### config.mk
export PLATFORM = sky130hd
export DESIGN_NAME = modulo_controle_rolhas
export DESIGN_NICKNAME = d
export VERILOG_FILES = /design/src/rtl/rolhas_pkg.sv /design/src/rtl/modulo_timeout_rolhas.sv /design/src/rtl/modulo_controle_rolhas.sv
export SDC_FILE = /design/constraint.sdc
export NUM_CORES = 1
export LEC_CHECK = 0
export ABC_AREA = 1
export CAP_MARGIN = 20
export CORE_ASPECT_RATIO = 1.4
export CORE_MARGIN = 4
export CORE_UTILIZATION = 40
export DETAILED_ROUTE_END_ITERATION = 7
export SLEW_MARGIN = 20
export SYNTH_ARGS = -nofsm -noshare
export SYNTH_HDL_FRONTEND = slang
export SYNTH_SLANG_ARGS = --single-unit
### constraint.sdc
create_clock -name clk -period 3 [get_ports clk]
set_input_delay 0.3 -clock clk [delete_from_list [all_inputs] [get_ports clk]]
set_output_delay 0.3 -clock clk [all_outputs]
set_load 0.05 [all_outputs]
### src/rtl/rolhas_pkg.sv
// Shared definitions for the cork-stock controller.
//   - FSM state encoding (2 bits)
//   - default stock constants and counter width
package rolhas_pkg;

    localparam int COUNT_W       = 5;
    localparam int MAX_ROLHAS    = 31;
    localparam int MIN_THRESHOLD = 5;
    localparam int REFILL_QTY    = 15;

    typedef enum logic [1:0] {
        IDLE    = 2'd0,
        ACTUATE = 2'd1,
        RELEASE = 2'd2,
        FAULT   = 2'd3
    } state_t;

endpackage

### src/rtl/modulo_timeout_rolhas.sv
// Actuator timeout counter.
// Counts up while enable is high, returns to zero on clear, and holds once
// the last allowed cycle is reached.
// Ports:
//   clk, rst_n - clock, asynchronous active-low reset
//   clear      - synchronous return to zero (has priority over enable)
//   enable     - count one step per cycle
//   expired    - high while the count sits at TIMEOUT_CYCLES-1
module modulo_timeout_rolhas #(
    parameter int TIMEOUT_CYCLES = 255
) (
    input  logic clk,
    input  logic rst_n,
    input  logic clear,
    input  logic enable,
    output logic expired
);

    localparam int TW = $clog2(TIMEOUT_CYCLES + 1);
    localparam logic [TW-1:0] LAST = TW'(TIMEOUT_CYCLES - 1);

    logic [TW-1:0] timer;

    assign expired = (timer == LAST);

    always_ff @(posedge clk or negedge rst_n) begin
        if (!rst_n) begin
            timer <= '0;
        end else if (clear) begin
            timer <= '0;
        end else if (enable && !expired) begin
            timer <= timer + 1'b1;
        end
    end

endmodule

### src/rtl/modulo_controle_rolhas.sv
// Cork-stock controller for the bottle corking station.
// Sequences one cork dispense per bottle, tracks the 5-bit stock, runs the
// refill req/ack handshake with the feeder and latches actuator timeouts.
//
//   state   | meaning
//   --------+---------------------------------------------------------
//   IDLE    | waiting for a bottle (cork_req) with stock available
//   ACTUATE | actuator commanded, waiting for cork_done or timeout
//   RELEASE | cork inserted, waiting for the bottle to leave (cork_req low)
//   FAULT   | actuator timed out; held until the line is disabled
//
// Ports:
//   clk, rst_n   - clock, asynchronous active-low reset
//   enable       - line running; low forces IDLE and clears fault
//   cork_req     - bottle in position
//   cork_done    - actuator finished inserting the cork
//   refill_ack   - feeder delivered REFILL_QTY corks (single-cycle pulse)
//   cork_actuate - actuator command (registered)
//   refill_req   - refill request to the feeder (registered)
//   count        - current stock
//   min_signal   - count <= MIN_THRESHOLD
//   empty        - count == 0
//   fault        - actuator timeout latched (registered)
module modulo_controle_rolhas #(
    parameter int MAX_ROLHAS     = rolhas_pkg::MAX_ROLHAS,
    parameter int MIN_THRESHOLD  = rolhas_pkg::MIN_THRESHOLD,
    parameter int REFILL_QTY     = rolhas_pkg::REFILL_QTY,
    parameter int TIMEOUT_CYCLES = 255
) (
    input  logic                           clk,
    input  logic                           rst_n,
    input  logic                           enable,
    input  logic                           cork_req,
    input  logic                           cork_done,
    input  logic                           refill_ack,
    output logic                           cork_actuate,
    output logic                           refill_req,
    output logic [rolhas_pkg::COUNT_W-1:0] count,
    output logic                           min_signal,
    output logic                           empty,
    output logic                           fault
);

    import rolhas_pkg::state_t, rolhas_pkg::COUNT_W;
    import rolhas_pkg::IDLE, rolhas_pkg::ACTUATE, rolhas_pkg::RELEASE, rolhas_pkg::FAULT;

    // One extra bit so refill plus stock can be compared against the ceiling
    localparam int SUM_W = COUNT_W + 1;
    localparam logic [SUM_W-1:0]   MAX_S    = SUM_W'(MAX_ROLHAS);
    localparam logic [SUM_W-1:0]   REFILL_S = SUM_W'(REFILL_QTY);
    localparam logic [COUNT_W-1:0] MIN_C    = COUNT_W'(MIN_THRESHOLD);

    state_t             state;
    state_t             state_next;
    logic               timer_clear;
    logic               timer_en;
    logic               timer_expired;
    logic               dec;
    logic               ack_valid;
    logic [SUM_W-1:0]   count_sum;
    logic [COUNT_W-1:0] count_next;

    assign min_signal = (count <= MIN_C);
    assign empty      = (count == '0);

    // An ack with no outstanding request is not a delivery
    assign ack_valid = refill_ack && refill_req;
    // Decrement only on the completion that moves ACTUATE to RELEASE
    assign dec       = (state == ACTUATE) && enable && cork_done;

    assign timer_en    = (state == ACTUATE);
    assign timer_clear = (state != ACTUATE) || cork_done;

    modulo_timeout_rolhas #(
        .TIMEOUT_CYCLES (TIMEOUT_CYCLES)
    ) u_timeout (
        .clk     (clk),
        .rst_n   (rst_n),
        .clear   (timer_clear),
        .enable  (timer_en),
        .expired (timer_expired)
    );

    always_comb begin
        state_next = state;
        case (state)
            IDLE: begin
                if (cork_req && (count != '0)) begin
                    state_next = ACTUATE;
                end
            end
            ACTUATE: begin
                // A completion on the last allowed cycle still counts
                if (cork_done) begin
                    state_next = RELEASE;
                end else if (timer_expired) begin
                    state_next = FAULT;
                end
            end
            RELEASE: begin
                if (!cork_req) begin
                    state_next = IDLE;
                end
            end
            FAULT: begin
                state_next = FAULT;
            end
            default: begin
                state_next = IDLE;
            end
        endcase
        if (!enable) begin
            state_next = IDLE;
        end
    end

    // Outputs are registered from the next state so they change with it
    always_ff @(posedge clk or negedge rst_n) begin
        if (!rst_n) begin
            state        <= IDLE;
            cork_actuate <= 1'b0;
            fault        <= 1'b0;
        end else begin
            state        <= state_next;
            cork_actuate <= (state_next == ACTUATE);
            fault        <= (state_next == FAULT);
        end
    end

    always_comb begin
        count_sum = {1'b0, count};
        if (ack_valid) begin
            count_sum = count_sum + REFILL_S;
        end
        if (dec) begin
            count_sum = count_sum - SUM_W'(1);
        end
        if (count_sum > MAX_S) begin
            count_next = MAX_S[COUNT_W-1:0];
        end else begin
            count_next = count_sum[COUNT_W-1:0];
        end
    end

    always_ff @(posedge clk or negedge rst_n) begin
        if (!rst_n) begin
            count      <= '0;
            refill_req <= 1'b0;
        end else begin
            count <= count_next;
            if (ack_valid) begin
                refill_req <= 1'b0;
            end else if (enable && min_signal && !refill_req) begin
                refill_req <= 1'b1;
            end
        end
    end

endmodule

==> results.py <==
metrics = {
    "outcome": {
        "outcome": "complete, no violations",
    },
    "timing": {
        "max_freq_mhz": 416,
        "fin_crit_ps": 2400,
        "layout_setup_ws_ps": 596,
        "worst_pin_slew_ps": 841,
        "rsz0062_at_grt": "false",
        "fin_crit_sh": 0.801,
        "final.setup.tns_ps": 0,
        "holdWs_ps": 475,
        "fin_skew_ps": 10.6,
        "final-hold-violation-count": 0,
        "setup_viol": 0,
        "maxSlewHeadroom": 0.437,
        "drv_slew": 0,
    },
    "final_layout": {
        "drive_gt1_frac": 0.114,
        "finalNetCount": 178,
        "num_antenna_cells": 0,
        "mostFrequentLayoutCells": "nand2_1 (38), nand3_1 (19), inv_1 (18), dfrtp_1 (18), clkdlybuf4s50_1 (15)",
        "fillers": 268,
        "multi_input_area_um2": 594,
        "final_common_cell": "nand2_1",
        "syn_to_final_growth_pct": 20.6,
        "fin_util": 0.507,
        "seqCellArea_um2": 450,
    },
    "synth": {
        "synthAdderAreaFrac": 0.0557,
        "synth_cell_types": 23,
        "ys_seq_elements": 18,
        "avgSynthCellArea_um2": 7.64,
        "synth-seq-area-share": 0.401,
        "synth_xor_area_frac": 0.0312,
        "yosysWarnings": 0,
        "netlist_instances": 147,
        "synth-compound-area-share": 0.0568,
        "synth-simple-area-share": 0.385,
        "synth_top_family_by_area": "simple AND/OR/NAND/NOR gates",
        "syn-cell-area_um2": 1120,
        "synthMuxAreaShare": 0,
        "syn_nets": 158,
    },
    "route": {
        "drcViolationCount": 0,
        "routed_via_density": 4.83,
        "vias": 976,
        "dr.pass1.iters": 4,
        "wire_per_inst_um": 12.2,
        "drt_iter0_drc": 18,
        "ant_nets": 0,
        "wl_um": 2460,
    },
    "clock_tree": {
        "cts_setup_buffers": 0,
        "clockBufferDepth": 2,
        "cts.sinks": 18,
        "cts_resized": 0,
        "cts_hold_buf": 0,
        "insertion_delay_ps": 290,
        "clock-root-buffer": "clkbuf_4",
        "h-tree-depth": 1,
        "numCtsBuffers": 3,
        "cts_tree": "built",
        "clk_pin_slew_ps": 110,
    },
    "setup_path": {
        "worstPathMaxFanout": 5,
        "reg2reg_to": "count[4]",
        "worst_ep_arrival_time_ps": 2100,
        "endpoint_kind": "output port",
        "required_ps": 2700,
        "critPathLaunchType": "flop",
        "worstSetupPathType": "reg2out",
        "worstReg2RegStart": "count[0]",
        "reg2reg_depth": 10,
        "r2r_slack_ps": 1300,
    },
    "power_and_ir_drop": {
        "power.share.clock": 0.153,
        "p_int_w": 0.000512,
        "power.switching_w": 0.000451,
        "power_frac_seq": 0.360,
        "p_per_area_nw_per_um2": 710,
        "irDropWorstVdd_mv": 0.756,
        "p_sw_frac": 0.468,
        "leakagePower_nw": 0.680,
        "power_frac_comb": 0.486,
    },
    "die": {
        "num_io_pins": 16,
        "rows": 22,
        "die_area_um2": 3730,
        "coreArea_um2": 2670,
        "dieHeight_um": 70.7,
        "die_w_um": 52.8,
        "start_util": 0.421,
    },
    "global_route": {
        "grt_usage": 0.156,
        "grt_pass1_vias": 999,
        "grt_pass1_wl_um": 4420,
        "grt_max_degree": 19,
        "antenna_found_initial": 0,
        "grt-ovfl-total": 0,
    },
    "place": {
        "hpwl_um": 1970,
        "dp_slack_ps": 930,
        "gp_congestion": 0.862,
        "portBuffers": 15,
    },
    "flow_run": {
        "maxCapViolCount": 0,
    },
    "min_path": {
        "hold_path.class": "in2async",
    },
}
cells in the mapped netlist:
library cell  instances  area, um2
nor2_1               13       48.8
nor2_4                1       11.3
nand4_4               1       21.3
inv_2                 3       11.3
nor2_2                4       25.0
nor3b_2               1       12.5
dfrtp_1              18        450
inv_1                18       67.6
a21oi_1               4       20.0
nand3b_1              2       15.0
o31ai_1               1       7.51
nand2_1              38        143
a31oi_1               1       6.26
nor3_4                1       16.3
nand2_2               2       12.5
or2_2                 1       6.26
ha_1                  5       62.6
xor2_1                4       35.0
nor3_1                2       10.0
o21ai_0               6       30.0
nand3_1              19       95.1
nand4_1               1       6.26
nand3_2               1       10.0
worst max path at each step:
stage	from	to	slack, ps
floorplan	count[0]	refill_req	640
global placement	count[0]	min_signal	990
detailed placement	count[0]	min_signal	930
CTS	count[0]	min_signal	580
global route	count[0]	min_signal	420
finish	count[0]	min_signal	600
worst max-delay path, stage by stage, from the launching register on:
cell and delay [ps]:
dfrtp_1 440, nor2_1 240, nor3_1 70, nor3_1 210
clkdlybuf4s50_1 850
flip-flops by register name, summed over array words and instances (netlist names):
register / flops
state: 2
refill_req: 1
u_timeout.timer: 8
cork_actuate: 1
fault: 1
count: 5
power by group through the flow:
| stage | Combinational, W | Sequential (W) | Clock, W |
|---|---|---|---|
| 2_1_floorplan | 0.000196 | 0.000473 | 0 |
| 3_3_place_gp | 0.000471 | 0.000347 | 0 |
| 3_5_place_dp | 0.000473 | 0.000349 | 0 |
| 4_1_cts | 0.000473 | 0.000346 | 0.000158 |
| 5_1_grt | 0.000518 | 0.000353 | 0.000170 |
| 6_report | 0.000468 | 0.000347 | 0.000148 |
kinds of logic (layout without fill, tap and decap cells):
kind of cell	Yosys count	in the layout
adder cells (fa/ha/maj)	5	5
XOR/XNOR	4	4
AND/OR/NAND/NOR	87	87
AO/OA/AOI/OAI	12	12
flip-flops	18	18
buffers and inverters	21	40
metal layers:
layer | global-route usage | wire length [um] | up-vias
met5 | 0 | 0 | -
met4 | 0.0682 | 28 | 0
met3 | 0.0168 | 42 | 2
met2 | 0.282 | 1370 | 10
met1 | 0.177 | 1020 | 454
li1 | - | - | 510
through the flow:
stage	total power, W	cells	instance area (um2)
final	0.000963	202	1360
after global routing	0.00104	202	1360
after CTS	0.000977	202	1360
after detailed placement	0.000822	198	1320
after global placement	0.000818	198	1320
after floorplan	0.000669	147	1120
layout make-up:
class / instances / area share
inverters: 21 / 0.0582
clock buffers: 4 / 0.0268
repair buffers: 15 / 0.111
flip-flops and latches: 18 / 0.332
well taps: 36 / 0.0332
multi-input cells: 108 / 0.439
Power figures use the tool's default switching activity.
